==> src/rtl/slave_port.sv <==
// Serial-bus slave port: deserialises address/mode/write data, drives a
// synchronous memory interface and serialises read data back LSB first.
module slave_port #(
   parameter int ADDR_WIDTH = 12,
   parameter int DATA_WIDTH = 8
) (
   input  logic                  clk,
   input  logic                  rst,
   input  logic                  swdata,
   input  logic                  smode,
   input  logic                  mvalid,
   output logic                  srdata,
   output logic                  svalid,
   output logic                  sready,
   output logic [ADDR_WIDTH-1:0] mem_addr,
   output logic [DATA_WIDTH-1:0] mem_wdata,
   output logic                  mem_wen,
   output logic                  mem_ren,
   input  logic [DATA_WIDTH-1:0] mem_rdata,
   input  logic                  mem_rvalid
);

   localparam int MAX_W = (ADDR_WIDTH > DATA_WIDTH) ? ADDR_WIDTH : DATA_WIDTH;
   localparam int CNT_W = $clog2(MAX_W + 1);

   localparam logic [CNT_W-1:0] ADDR_LAST = CNT_W'(ADDR_WIDTH - 1);
   localparam logic [CNT_W-1:0] DATA_LAST = CNT_W'(DATA_WIDTH - 1);
   localparam logic [CNT_W-1:0] CNT_ONE   = CNT_W'(1);

   typedef enum logic [2:0] {
      IDLE,
      ADDR,
      WDATA,
      MEMWR,
      MEMRD,
      RWAIT,
      RDATA
   } state_t;

   state_t                  state_reg, state_next;
   logic [CNT_W-1:0]        cnt_reg;
   logic                    mode_reg;
   logic [ADDR_WIDTH-1:0]   addr_reg;
   logic [DATA_WIDTH-1:0]   wdata_reg;
   logic [DATA_WIDTH-1:0]   rdata_reg;

   always_ff @(posedge clk) begin
      if (rst) begin
         state_reg <= IDLE;
      end else begin
         state_reg <= state_next;
      end
   end

   always_comb begin
      state_next = state_reg;
      case (state_reg)
         IDLE:    if (mvalid) state_next = ADDR;
         ADDR:    if (mvalid && cnt_reg == ADDR_LAST) state_next = mode_reg ? WDATA : MEMRD;
         WDATA:   if (mvalid && cnt_reg == DATA_LAST) state_next = MEMWR;
         MEMWR:   state_next = IDLE;
         MEMRD:   state_next = RWAIT;
         RWAIT:   if (mem_rvalid) state_next = RDATA;
         RDATA:   if (cnt_reg == DATA_LAST) state_next = IDLE;
         default: state_next = IDLE;
      endcase
   end

   // Both address and data arrive LSB first, so shifting in from the top
   // leaves the first bit in position 0 once the field is complete.
   always_ff @(posedge clk) begin
      if (rst) begin
         cnt_reg   <= '0;
         mode_reg  <= 1'b0;
         addr_reg  <= '0;
         wdata_reg <= '0;
         rdata_reg <= '0;
      end else begin
         case (state_reg)
            IDLE: begin
               if (mvalid) begin
                  addr_reg <= {swdata, addr_reg[ADDR_WIDTH-1:1]};
                  mode_reg <= smode;
                  cnt_reg  <= CNT_ONE;
               end
            end
            ADDR: begin
               if (mvalid) begin
                  addr_reg <= {swdata, addr_reg[ADDR_WIDTH-1:1]};
                  cnt_reg  <= (cnt_reg == ADDR_LAST) ? '0 : cnt_reg + CNT_ONE;
               end
            end
            WDATA: begin
               if (mvalid) begin
                  wdata_reg <= {swdata, wdata_reg[DATA_WIDTH-1:1]};
                  cnt_reg   <= (cnt_reg == DATA_LAST) ? '0 : cnt_reg + CNT_ONE;
               end
            end
            RWAIT: begin
               if (mem_rvalid) begin
                  rdata_reg <= mem_rdata;
                  cnt_reg   <= '0;
               end
            end
            RDATA: begin
               rdata_reg <= {1'b0, rdata_reg[DATA_WIDTH-1:1]};
               cnt_reg   <= (cnt_reg == DATA_LAST) ? '0 : cnt_reg + CNT_ONE;
            end
            default: begin
            end
         endcase
      end
   end

   always_comb begin
      sready  = (state_reg == IDLE);
      svalid  = (state_reg == RDATA);
      srdata  = (state_reg == RDATA) & rdata_reg[0];
      mem_wen = (state_reg == MEMWR);
      mem_ren = (state_reg == MEMRD);
   end

   assign mem_addr  = addr_reg;
   assign mem_wdata = wdata_reg;

endmodule

==> config.mk <==
export PLATFORM = sky130hd
export DESIGN_NAME = slave_port
export DESIGN_NICKNAME = d
export VERILOG_FILES = /design/src/rtl/slave_port.sv
export SDC_FILE = /design/constraint.sdc
export NUM_CORES = 1
export LEC_CHECK = 0
export ABC_CLOCK_PERIOD_IN_PS = 1500
export CORE_MARGIN = 1
export CORE_UTILIZATION = 45
export DETAILED_ROUTE_END_ITERATION = 7
export PLACE_DENSITY = 0.81
export SLEW_MARGIN = 15
export SYNTH_ARGS = -nofsm -noshare
export SYNTH_HDL_FRONTEND = slang
export SYNTH_SLANG_ARGS = --single-unit
==> constraint.sdc <==
create_clock -name clk -period 1.5 [get_ports clk]
set_input_delay 0.3 -clock clk [delete_from_list [all_inputs] [get_ports clk]]
set_output_delay 0.3 -clock clk [all_outputs]
set_load 0.1 [all_outputs]
==> results_dict.tcl <==
set metrics [dict create \
    synth_cells 181 \
    cts_htree_levels 2 \
    rr_endpoint "cnt_reg[3]" \
    r2r_slack_ns -0.03 \
    hold_violations 0 \
    post-place-cells 268 \
    violations "negative setup slack" \
    clk_path_buf_depth 2 \
    grt_pass1_wl_microns 6920 \
    vias_per_cell 5.53 \
    area_growth_pct 67.3 \
    dieHeight_microns 60.3 \
    die-area_sq_um 3630 \
    yosys.area.top_type_share_pct 47.1 \
    fin_ws_ns -0.131 \
    nNetsFinal 253 \
    syn-cell-area_sq_um 1530 \
    period_share_pct 109 \
    cp-startpoint "state_reg[0]" \
    post-route-util_pct 81.8 \
    hp-class "flip-flop to flip-flop" \
    critical_path_required_ns 1.20 \
    initial_core_util_pct 48.9 \
    tns_ns -0.527 \
    wl_per_cell_microns 15.4 \
    place.gp.congestion 0.854 \
    dp_hpwl_microns 2790 \
    root_buffer "clkbuf_4" \
    fin_crit_ns 1.63 \
    async_flop_share_pct 0 \
    yosys.area.top_type "dfxtp_1" \
    rows 20 \
    hold_start "cnt_reg[1]" \
    fin_area_sq_um 2560 \
    worst_slew_pin_slew_ns 0.306 \
    chipWidth_microns 60.3 \
    drive_gt1_share_pct 32.6 \
    worst_hold_slack_ns 0.485 \
    rsz0062_at_grt "yes" \
    status "finished, violations left" \
    clkSinkCount 36 \
    grt_util_all_layers_pct 26.1 \
    grt_pass1_vias 1588 \
    p_leak_nw 0.964 \
    cp-start-kind "flip-flop" \
    setup_viol 9 \
    ys_seq_area_share_pct 47.1 \
    largest_reg_flops 12 \
    grt_max_degree 37 \
    endpoint_kind "output pin" \
    vias 1566 \
    maxSlewViolCount 0 \
    drtIter0Drc 105 \
    clk_pin_slew_ns 0.10 \
    cts_made_buffers 5 \
    coreArea_sq_um 3130 \
    antenna_cells 0 \
    irDropWorstVdd_mv 0.892 \
    syn-num-nets 196 \
    drc 0 \
    io_pins 39 \
    fmax_mhz 613 \
    crit_end "srdata" \
    ant_nets 0 \
    cts_tree "done" \
    antenna_found_initial 0 \
    synth_edf_count 0 \
    wl_microns 4370 \
    synth_cell_types 34 \
    synthFlopType "dfxtp_1" \
    crit_arrival_ns 1.33 \
    power.density_nw_per_um2 740 \
    yosysWarnings 0 \
    stdcell_count 283 \
    r2r-start "state_reg[0]" \
    synth_area_leaders "dfxtp_1 (47%), nand2_1 (7.1%), a21oi_1 (6.9%), mux2i_1 (5.9%), nor2_1 (5.6%)" \
    max_slew_margin_pct 79.6 \
    worstSkewPairLatency_ns 0.34 \
    critPathKind "flip-flop to output pin" \
    overflow 0 \
    maxCapViolations 0 \
    io_buffers 38 \
    avgSynthCellArea_sq_um 8.45 \
    worstPathMaxFanout 3 \
    place_area_sq_um 2340 \
    ff2ff_path_depth 6 \
    fin_skew_ns 0.00833 \
    drt_first_pass_iters 4 \
    synth-seq-cells 36 \
]
## repair_timing
item | 4_1_cts | 5_1_grt
hold buffers | 0 | 0
buffers inserted | 5 | 2
endpoints found under the setup margin | 6 | 27
resized for setup | 13 | 11
pin swaps | 5 | 9
## cells in the final DEF, fill, tap and decap left out, types with 3 or more instances in the layout
master            n
nor3_1            7
dfxtp_4           3
nand3_1           4
buf_6             5
o22ai_1           7
nand2_1          28
buf_12           27
mux2i_1           9
dfxtp_1          33
clkbuf_4          5
buf_4            15
nor2_1           22
a21oi_1          21
clkdlybuf4s50_1  13
## power by group
group | switching, mW | internal [mW]
Sequential | 0.0100 | 0.962
Clock | 0.329 | 0.347
Combinational | 0.129 | 0.116
## worst min path at each step
stage                   end  slack (ns)  cells after the start
2_1_floorplan  mem_addr[11]        0.44                      2
3_3_place_gp   rdata_reg[7]        0.46                      2
3_5_place_dp     cnt_reg[1]        0.47                      2
4_1_cts          cnt_reg[1]        0.48                      2
5_1_grt        rdata_reg[1]        0.52                      2
6_report         cnt_reg[1]        0.49                      2
## metal layers
layer / global-route usage [%] / vias up / wire length, microns
li1: - / 748 / -
met1: 26.6 / 732 / 1670
met2: 47.6 / 70 / 2310
met3: 7.14 / 16 / 244
met4: 14.0 / 0 / 148
met5: 0 / - / 0
## worst max-delay path, cell delays in order (launching register included)
cell and delay (ns):
dfxtp_4 0.36, nand3b_1 0.21, clkinvlp_4 0.11, and2_4 0.14, buf_12 0.16
## area by class of cell
class                           count  area (sq um)
Multi-Input combinational cell    133           840
Timing Repair Buffer               60           840
Sequential cell                    36           732
Fill cell                         176           571
Tap cell                           44          55.1
Clock inverter                      3          42.5
Clock buffer                        5          37.5
Inverter                            2          11.3
## synthesized netlist by cell type, drive strengths merged (3+ instances only)
master  count
nand3       5
dfxtp      36
nand2      29
and2        3
nor2       23
a21oi      21
o21ai       3
and3b       3
mux2i       9
nor3        8
o22ai       8
buf         6
nand2b      3
clkbuf      4
## through the flow
step | power, mW | setup slack (ns)
after floorplan | 1.11 | -0.464
after global placement | 1.20 | -0.276
after detailed placement | 1.21 | -0.310
after CTS | 1.89 | -0.161
after global routing | 1.96 | -0.195
final | 1.89 | -0.131
## cells by family after synthesis
group,after synthesis,synth area share [%]
AOI/OAI and AO/OA,40,16.5
buffers and inverters,12,3.35
DFF,36,47.1
muxes,9,5.89
and+or+nand+nor,83,26.3
adders and majority gates,1,0.818
Power figures use the tool's default switching activity.
